**src/rtl/xbar_config_loader_if.sv**
```systemverilog
// Configuration stream and committed-select bundle for xbar_config_loader.
// The master side (config source) drives start/valid/sel. The slave side
// (the loader) returns ready/busy/done/err and the packed mux select bus.
interface xbar_config_loader_if #(
  parameter int NUM_OUT = 28,
  parameter int SEL_W   = 5
);
  logic                     io_cfg_start;
  logic                     io_cfg_valid;
  logic                     io_cfg_ready;
  logic [SEL_W-1:0]         io_cfg_sel;
  logic [NUM_OUT*SEL_W-1:0] io_mux_configs;
  logic                     io_cfg_busy;
  logic                     io_cfg_done;
  logic                     io_cfg_err;

  modport master (
    output io_cfg_start,
    output io_cfg_valid,
    output io_cfg_sel,
    input  io_cfg_ready,
    input  io_mux_configs,
    input  io_cfg_busy,
    input  io_cfg_done,
    input  io_cfg_err
  );

  modport slave (
    input  io_cfg_start,
    input  io_cfg_valid,
    input  io_cfg_sel,
    output io_cfg_ready,
    output io_mux_configs,
    output io_cfg_busy,
    output io_cfg_done,
    output io_cfg_err
  );
endinterface

```
**src/rtl/xbar_config_loader.sv**
```systemverilog
// xbar_config_loader: configuration front end for the LUT-tile input crossbar.
// Select values arrive one per beat into a shadow register. Once all NUM_OUT
// fields are written, the shadow is copied to the committed mux select bus in
// a single cycle, so the crossbar never sees a partial configuration.
//
// Optional feature macro: XBAR_CFG_RANGE_CHECK_EN
//   defined   - selects >= NUM_IN set a sticky error flag, and a load that
//               carries the flag does not update the committed selects.
//   undefined - the error output is tied low and every load commits.
//
// Reset is synchronous and active-low (reset == 0 clears all state).
module xbar_config_loader #(
  parameter int NUM_IN  = 24,
  parameter int NUM_OUT = 28,
  parameter int SEL_W   = 5
) (
  input logic                 clk,
  input logic                 reset,
  xbar_config_loader_if.slave cfg
);

  localparam int IDX_W = $clog2(NUM_OUT);
  localparam logic [IDX_W-1:0] LAST_IDX = IDX_W'(NUM_OUT - 1);

  typedef enum logic [1:0] {
    ST_IDLE   = 2'd0,
    ST_LOAD   = 2'd1,
    ST_COMMIT = 2'd2
  } state_e;

  // True when a select value addresses a crossbar input that does not exist.
  function automatic logic sel_out_of_range(input logic [SEL_W-1:0] sel);
    logic [SEL_W:0] sel_ext;
    sel_ext = {1'b0, sel};
    return (sel_ext >= (SEL_W + 1)'(NUM_IN));
  endfunction

  state_e                          state_r;
  state_e                          state_nx_s;
  logic [IDX_W-1:0]                idx_r;
  logic [NUM_OUT-1:0][SEL_W-1:0]   shadow_r;
  logic [NUM_OUT-1:0][SEL_W-1:0]   mux_configs_r;
  logic                            ready_r;
  logic                            busy_r;
  logic                            done_r;
  logic                            err_r;

  logic                            beat_take_s;
  logic                            clear_load_s;
  logic                            write_beat_s;
  logic                            commit_s;

  // Beat handshake; ready_r mirrors "state is LOAD", so it never depends on valid.
  assign beat_take_s = cfg.io_cfg_valid && ready_r;

  // State register.
  always_ff @(posedge clk) begin
    if (!reset) begin
      state_r <= ST_IDLE;
    end else begin
      state_r <= state_nx_s;
    end
  end

  // Next-state logic and per-cycle datapath controls.
  always_comb begin
    state_nx_s   = state_r;
    clear_load_s = 1'b0;
    write_beat_s = 1'b0;
    commit_s     = 1'b0;
    case (state_r)
      ST_IDLE: begin
        if (cfg.io_cfg_start) begin
          state_nx_s   = ST_LOAD;
          clear_load_s = 1'b1;
        end else begin
          state_nx_s   = ST_IDLE;
        end
      end
      ST_LOAD: begin
        if (cfg.io_cfg_start) begin
          // Restart: index and error clear, a beat in this cycle is dropped.
          state_nx_s   = ST_LOAD;
          clear_load_s = 1'b1;
        end else if (beat_take_s) begin
          write_beat_s = 1'b1;
          if (idx_r == LAST_IDX) begin
            state_nx_s = ST_COMMIT;
          end else begin
            state_nx_s = ST_LOAD;
          end
        end else begin
          state_nx_s   = ST_LOAD;
        end
      end
      ST_COMMIT: begin
        // Start is ignored here; the commit always completes.
        state_nx_s = ST_IDLE;
        commit_s   = 1'b1;
      end
      default: begin
        state_nx_s = ST_IDLE;
      end
    endcase
  end

  // Beat index counter: cleared on (re)entry to LOAD, advances per written beat.
  always_ff @(posedge clk) begin
    if (!reset) begin
      idx_r <= '0;
    end else if (clear_load_s) begin
      idx_r <= '0;
    end else if (write_beat_s) begin
      idx_r <= idx_r + IDX_W'(1);
    end else begin
      idx_r <= idx_r;
    end
  end

  // Shadow register: one field written per accepted beat, never cleared by restart.
  always_ff @(posedge clk) begin
    if (!reset) begin
      shadow_r <= '0;
    end else if (write_beat_s) begin
      shadow_r[idx_r] <= cfg.io_cfg_sel;
    end else begin
      shadow_r <= shadow_r;
    end
  end

`ifdef XBAR_CFG_RANGE_CHECK_EN
  // Sticky range error, cleared only by start or reset.
  always_ff @(posedge clk) begin
    if (!reset) begin
      err_r <= 1'b0;
    end else if (clear_load_s) begin
      err_r <= 1'b0;
    end else if (write_beat_s && sel_out_of_range(cfg.io_cfg_sel)) begin
      err_r <= 1'b1;
    end else begin
      err_r <= err_r;
    end
  end
`else
  // Range checking is compiled out; selects pass through unchecked.
  always_comb begin
    err_r = 1'b0;
  end
`endif

  // Atomic commit of the shadow to the crossbar select bus, unless a bad select was seen.
  always_ff @(posedge clk) begin
    if (!reset) begin
      mux_configs_r <= '0;
    end else if (commit_s && !err_r) begin
      mux_configs_r <= shadow_r;
    end else begin
      mux_configs_r <= mux_configs_r;
    end
  end

  // Registered status flags, decoded from the next state so they align with state_r.
  always_ff @(posedge clk) begin
    if (!reset) begin
      ready_r <= 1'b0;
      busy_r  <= 1'b0;
      done_r  <= 1'b0;
    end else begin
      ready_r <= (state_nx_s == ST_LOAD);
      busy_r  <= (state_nx_s != ST_IDLE);
      done_r  <= commit_s;
    end
  end

  assign cfg.io_cfg_ready   = ready_r;
  assign cfg.io_cfg_busy    = busy_r;
  assign cfg.io_cfg_done    = done_r;
  assign cfg.io_cfg_err     = err_r;
  assign cfg.io_mux_configs = mux_configs_r;

endmodule
```
**src/flat_wrapper.sv**
```systemverilog
// flat-port wrapper written by rule: the top's interface ports become plain ports
module xbar_config_loader_flat 
#(
  parameter int NUM_IN  = 24,
  parameter int NUM_OUT = 28,
  parameter int SEL_W   = 5
)
  (clk, reset, cfg_io_cfg_start, cfg_io_cfg_valid, cfg_io_cfg_sel, cfg_io_cfg_ready, cfg_io_mux_configs, cfg_io_cfg_busy, cfg_io_cfg_done, cfg_io_cfg_err);
  xbar_config_loader_if #(.NUM_OUT(NUM_OUT), .SEL_W(SEL_W)) cfg_i ();
  input logic clk;
  input logic reset;
  input wire logic [$bits(cfg_i.io_cfg_start)-1:0] cfg_io_cfg_start;
  input wire logic [$bits(cfg_i.io_cfg_valid)-1:0] cfg_io_cfg_valid;
  input wire logic [$bits(cfg_i.io_cfg_sel)-1:0] cfg_io_cfg_sel;
  output wire logic [$bits(cfg_i.io_cfg_ready)-1:0] cfg_io_cfg_ready;
  output wire logic [$bits(cfg_i.io_mux_configs)-1:0] cfg_io_mux_configs;
  output wire logic [$bits(cfg_i.io_cfg_busy)-1:0] cfg_io_cfg_busy;
  output wire logic [$bits(cfg_i.io_cfg_done)-1:0] cfg_io_cfg_done;
  output wire logic [$bits(cfg_i.io_cfg_err)-1:0] cfg_io_cfg_err;
  assign cfg_i.io_cfg_start = cfg_io_cfg_start;
  assign cfg_i.io_cfg_valid = cfg_io_cfg_valid;
  assign cfg_i.io_cfg_sel = cfg_io_cfg_sel;
  assign cfg_io_cfg_ready = cfg_i.io_cfg_ready;
  assign cfg_io_mux_configs = cfg_i.io_mux_configs;
  assign cfg_io_cfg_busy = cfg_i.io_cfg_busy;
  assign cfg_io_cfg_done = cfg_i.io_cfg_done;
  assign cfg_io_cfg_err = cfg_i.io_cfg_err;
  xbar_config_loader #(.NUM_IN(NUM_IN), .NUM_OUT(NUM_OUT), .SEL_W(SEL_W)) u_core (.clk(clk), .reset(reset), .cfg(cfg_i));
endmodule
```
**config.mk**
```make
export PLATFORM = sky130hd
export DESIGN_NAME = xbar_config_loader_flat
export DESIGN_NICKNAME = d
export VERILOG_FILES = /design/src/rtl/xbar_config_loader_if.sv /design/src/rtl/xbar_config_loader.sv /design/src/flat_wrapper.sv
export SDC_FILE = /design/constraint.sdc
export NUM_CORES = 1
export LEC_CHECK = 0
export ABC_AREA = 1
export BUFFER_PORTS_ARGS = -buffer_cell sky130_fd_sc_hd__clkbuf_2
export CORE_ASPECT_RATIO = 2
export CORE_UTILIZATION = 30
export DETAILED_ROUTE_END_ITERATION = 6
export PLACE_DENSITY_LB_ADDON = 0.1
export SLEW_MARGIN = 30
export SYNTH_ARGS = -nofsm -noshare
export SYNTH_HDL_FRONTEND = slang
export SYNTH_SLANG_ARGS = --single-unit
```
**constraint.sdc**
```tcl
create_clock -name clk -period 2.44 [get_ports clk]
set_input_delay 0.122 -clock clk [delete_from_list [all_inputs] [get_ports clk]]
set_output_delay 0.122 -clock clk [all_outputs]
set_load 0.03 [all_outputs]
```
After elaboration in Yosys (flattened, before gate mapping)
Cells that the tools add are included.

operators by class
  add/sub/neg operators = 1
  magnitude comparators = 2
  eq/ne operators = 4
  mux-type cells = 14
  bitwise operators = 1
  reduce and logical (&&, ||, !) cells = 6

operator list
  operator                                                    number
  bitwise mux 140 bit                                         1
  demux 5 bit (select 5 bit)                                  1
  2-to-1 mux 1 bit                                            7
  less-than comparator 5 x 6 -> 1 bit, second input constant  1
  2-to-1 mux 2 bit                                            3
  adder 5 x 1 -> 5 bit, second input constant                 1
  == test 5 bit, second input constant                        1
  >= comparator 5 x 1 -> 1 bit, second input constant         1
  2-to-1 mux 5 bit                                            1
  == test 2 x 1 -> 1 bit, second input constant               2
  case mux 2 bit (2 select lines)                             1
  OR reduction 2 bit                                          2
  == test 2 bit, second input constant                        1
  logical AND 1 bit                                           2
  logical NOT 2 bit                                           1
  nonzero test 2 bit                                          1
  NOT 1 bit                                                   1

storage, ports and cells
  register bits = 290
  input bits = 9
  output and inout bits = 144
  word-level logic and storage cells = 89

Depth between registers and ports, before layout
  depth after elaboration = 6
  mapped depth = 9
  gate-level depth less buffers = 8

Least setup slack after synthesis
Ideal clock, no wire load.

  path kind = reg2reg
  from = reg u_core.ready_r, in the netlist u_core.cfg.io_cfg_ready
  to = reg u_core.shadow_r[135] (netlist name)
  arrival = 1.324 ns
  data required time = 2.327 ns
  slack = 1.003 ns
  cell stages (with the launch flop) = 9
  clock period less this slack = 1.437 ns
  cell sequence = dfxtp_1 > nand2_1 > nor2_1 > nand2_2 > buf_6 > nor2_4 > nand2_1 > nand2_1 > nor2_1

on the way
  word-level cells in the longest chain between the ends = 4

ends and longest elaborated chain
  element                          line                       source
  from (decl)                      xbar_config_loader.sv:43   logic ready_r;
  from (signal assigned)           xbar_config_loader.sv:169  ready_r <= (state_nx_s == ST_LOAD);
  logical AND 1 bit                xbar_config_loader.sv:54   assign beat_take_s = cfg.io_cfg_valid && ready_r;
  2-to-1 mux 1 bit                 xbar_config_loader.sv:85   end else if (beat_take_s) begin
  2-to-1 mux 1 bit                 xbar_config_loader.sv:81   if (cfg.io_cfg_start) begin
  2-to-1 mux 1 bit                 xbar_config_loader.sv:71   case (state_r)
  to (signal, indexed assignment)  xbar_config_loader.sv:125  shadow_r[idx_r] <= cfg.io_cfg_sel;
  to (signal assigned)             xbar_config_loader.sv:127  shadow_r <= shadow_r;
  to (decl)                        xbar_config_loader.sv:41   logic [NUM_OUT-1:0][SEL_W-1:0] shadow_r;

Every way passes these cells.
A chain may end at the register's enable or synchronous reset.

Worst setup path after layout
  from = reg u_core.idx_r[1]
  to = reg u_core.shadow_r[66] (netlist name)

on the way
  word-level cells in the longest chain between the ends = 5
  elaborated cells between the ends (all ways) = 6

ends and longest elaborated chain
  element                                                                                                           line                       source
  from (decl)                                                                                                       xbar_config_loader.sv:40   logic [IDX_W-1:0] idx_r;
  from (signal assigned)                                                                                            xbar_config_loader.sv:114  idx_r <= idx_r + IDX_W'(1);
  from (signal assigned)                                                                                            xbar_config_loader.sv:116  idx_r <= idx_r;
  less-than comparator 5 x 6 -> 1 bit (not written as such) / >= comparator 5 x 1 -> 1 bit (equally long branches)  xbar_config_loader.sv:125
  logical AND 1 bit (not written as such)                                                                           xbar_config_loader.sv:125
  2-to-1 mux 5 bit (not written as such)                                                                            xbar_config_loader.sv:125
  demux 5 bit (select 5 bit) *                                                                                      -
  bitwise mux 140 bit *                                                                                             xbar_config_loader.sv:125

Every way passes the cells marked *; elsewhere a longest branch is shown, timed or not.

==> flow_metrics.tcl <==
set metrics [dict create \
    syn_inst 1413 \
    finalCriticalPeriod_ns 1.846 \
    hp-class "in2reg" \
    min_period_over_period 0.7565 \
    pre_cts_ws_ns 0.5654 \
    place_congestion 0.7082 \
    status "complete, no violations" \
    die_area_mm2 0.03647 \
    yosys-top-cells-area "dfxtp_1, nor2_1, nand2_1, o21ai_0, nand3_1" \
    core-area_mm2 0.03507 \
    drc 0 \
    path_class "reg2reg" \
    drv_cap 0 \
    vias 9135 \
    ios 153 \
    start_util 0.3050 \
    dr.first_iter.drc_count 424 \
    rsz0062_at_grt "false" \
    die_y_um 269.1 \
    clock_path_buffers 3 \
    layout.nets 1530 \
    cp-start-kind "register" \
    power_mw 9.729 \
    ys_seq_elements 290 \
    crit_arrival_ns 2.27 \
    instances_no_fill 1983 \
    crit_required_ns 2.87 \
    critPathMaxFanout 6 \
    fin_util 0.3658 \
    final_common_cell "nor2_1" \
    grt_max_degree 87 \
    worstSetupEndpointType "register" \
    viasPerCell 4.607 \
    ys_warn_count 0 \
    dp_hpwl_um 20370 \
    rows 97 \
    p_leak_nw 4.884 \
    final_cell_mix "nor2_1, dfxtp_1, nand2_1, clkbuf_2, o21ai_0" \
    first_pass_iters 4 \
    grt_pass1_wl_um 47950 \
    hold_viol_final 0 \
    grt_use_total 0.1689 \
    drive_above_1_share 0.1638 \
    cts_resized 0 \
    slew_headroom 0.4967 \
    yosysUniqueCellTypes 24 \
    final.setup.worst_slack_ns 0.5942 \
    n_antenna_cell 0 \
    yosys.area.top_type "dfxtp_1" \
    grt_pass1_vias 8644 \
    netlist_area_mm2 0.01070 \
    cts_root_buf "clkbuf_16" \
    worstMarginPinSlew_ns 0.7522 \
    fillers 3709 \
    yosysTopAreaCellShare 0.5426 \
    area_delta_synth_final_pct 19.93 \
    yosysSeqAreaShare 0.5426 \
    peakVddDrop_mv 0.5108 \
    fmax_ghz 0.5418 \
    wirelength_um 30700 \
    io_buffers 151 \
    routedWlPerCell_um 15.48 \
    clock_sinks 290 \
    pwr_density_cell_mw_per_mm2 758.3 \
    cts_tree "built" \
    cts_setup_buffers 0 \
    gr-total-overflow 0 \
    setup_viol 0 \
    synthesis.nets 1426 \
    postRouteAntennaNets 0 \
    antenna_found_initial 0 \
    h-tree-depth 1 \
    clock_skew_ns 0.02273 \
    fin_hold_ws_ns 0.04183 \
    cts_buffers 28 \
    final_area_mm2 0.01283 \
    placed_cell_area_mm2 0.01182 \
    fin_tns_setup_ns 0 \
    drv_slew 0 \
    syn_avg_cell_area_um2 7.572 \
    path_clk_slew_ns 0.07 \
    dp.cells 1931 \
    clk-insertion-delay-late_ns 0.56 \
    die_w_um 135.5 \
]
==> sequential cells by signal, summed over array words and instances (netlist names) <==
name and cells:
u_core.cfg.io_cfg_busy 1, u_core.cfg.io_cfg_done 1, u_core.cfg.io_cfg_ready 1, u_core.cfg.io_mux_configs 140, u_core.idx_r 5, u_core.shadow_r 140
u_core.state_r 2
==> metal layers <==
layer	vias up	global-route usage	part of all wire
met5	-	0	0
met4	0	0.05284	0.021
met3	39	0.01993	0.032
met2	150	0.3271	0.55
met1	4216	0.1871	0.40
li1	4730	-	-
==> synth_stat cells, drive strengths merged <==
cell	n
nor2	446
dfxtp	290
nand2	219
o21ai	145
nand3	99
a21oi	80
clkbuf	60
buf	33
inv	22
nand4	8
ha	4
clkinv	2
nand3b	2
a211oi	1
conb	1
nor3	1
==> cell type report <==
type                    instances  area (µm²)  share of cell area
well taps                     445       556.8             0.04339
multi-input cells            1006        4392              0.3423
inverters                      24       92.59            0.007216
clock buffers                  42       874.6             0.06816
clock inverters                 9       128.9             0.01004
flip-flops and latches        290        5806              0.4525
repair buffers                167       980.9             0.07645
==> cells by family (layout without fill, tap and decap cells) <==
logic type                 count (synthesis)  in the layout  synth area share
adders and majority gates                  4              4          0.004678
and+or+nand+nor                          775            775            0.2990
buffers and inverters                    117            242           0.04736
DFF                                      290            290            0.5426
AOI/OAI and AO/OA                        226            226            0.1060
other                                      1              1         0.0003505
==> worst max-delay path, cell delays in order (launching register included) <==
cell	delay [ns]
dfxtp_1	0.35
inv_1	0.10
ha_1	0.28
inv_1	0.19
nor2_1	0.41
nand2_1	0.22
nand2_1	0.10
a21oi_1	0.06
==> what timing repair did <==
item,4_1_cts,5_1_grt
endpoints found under the hold margin,8,0
hold buffers,1,0
endpoints found under the setup margin,0,0
==> power by group <==
group | internal, mW | switching, mW
combinational | 0.0687 | 0.224
sequential | 4.74 | 0.00392
clock | 2.79 | 1.91
total | 7.59 | 2.13
==> final timing paths <==
kind / start / end / slack (ns) / depth (start not counted)
max: u_core.idx_r[1]$_SDFFE_PP0P_ / u_core.shadow_r[66]$_SDFFE_PN0P_ / 0.59 / 7
max reg2reg: u_core.idx_r[1]$_SDFFE_PP0P_ / u_core.shadow_r[66]$_SDFFE_PN0P_ / 0.59 / 7
min reg2reg: u_core.shadow_r[54]$_SDFFE_PN0P_ / u_core.shadow_r[54]$_SDFFE_PN0P_ / 0.46 / 2
min: cfg_io_cfg_valid / u_core.state_r[0]$_SDFF_PN0_ / 0.04 / 6
Power figures use the tool's default switching activity.
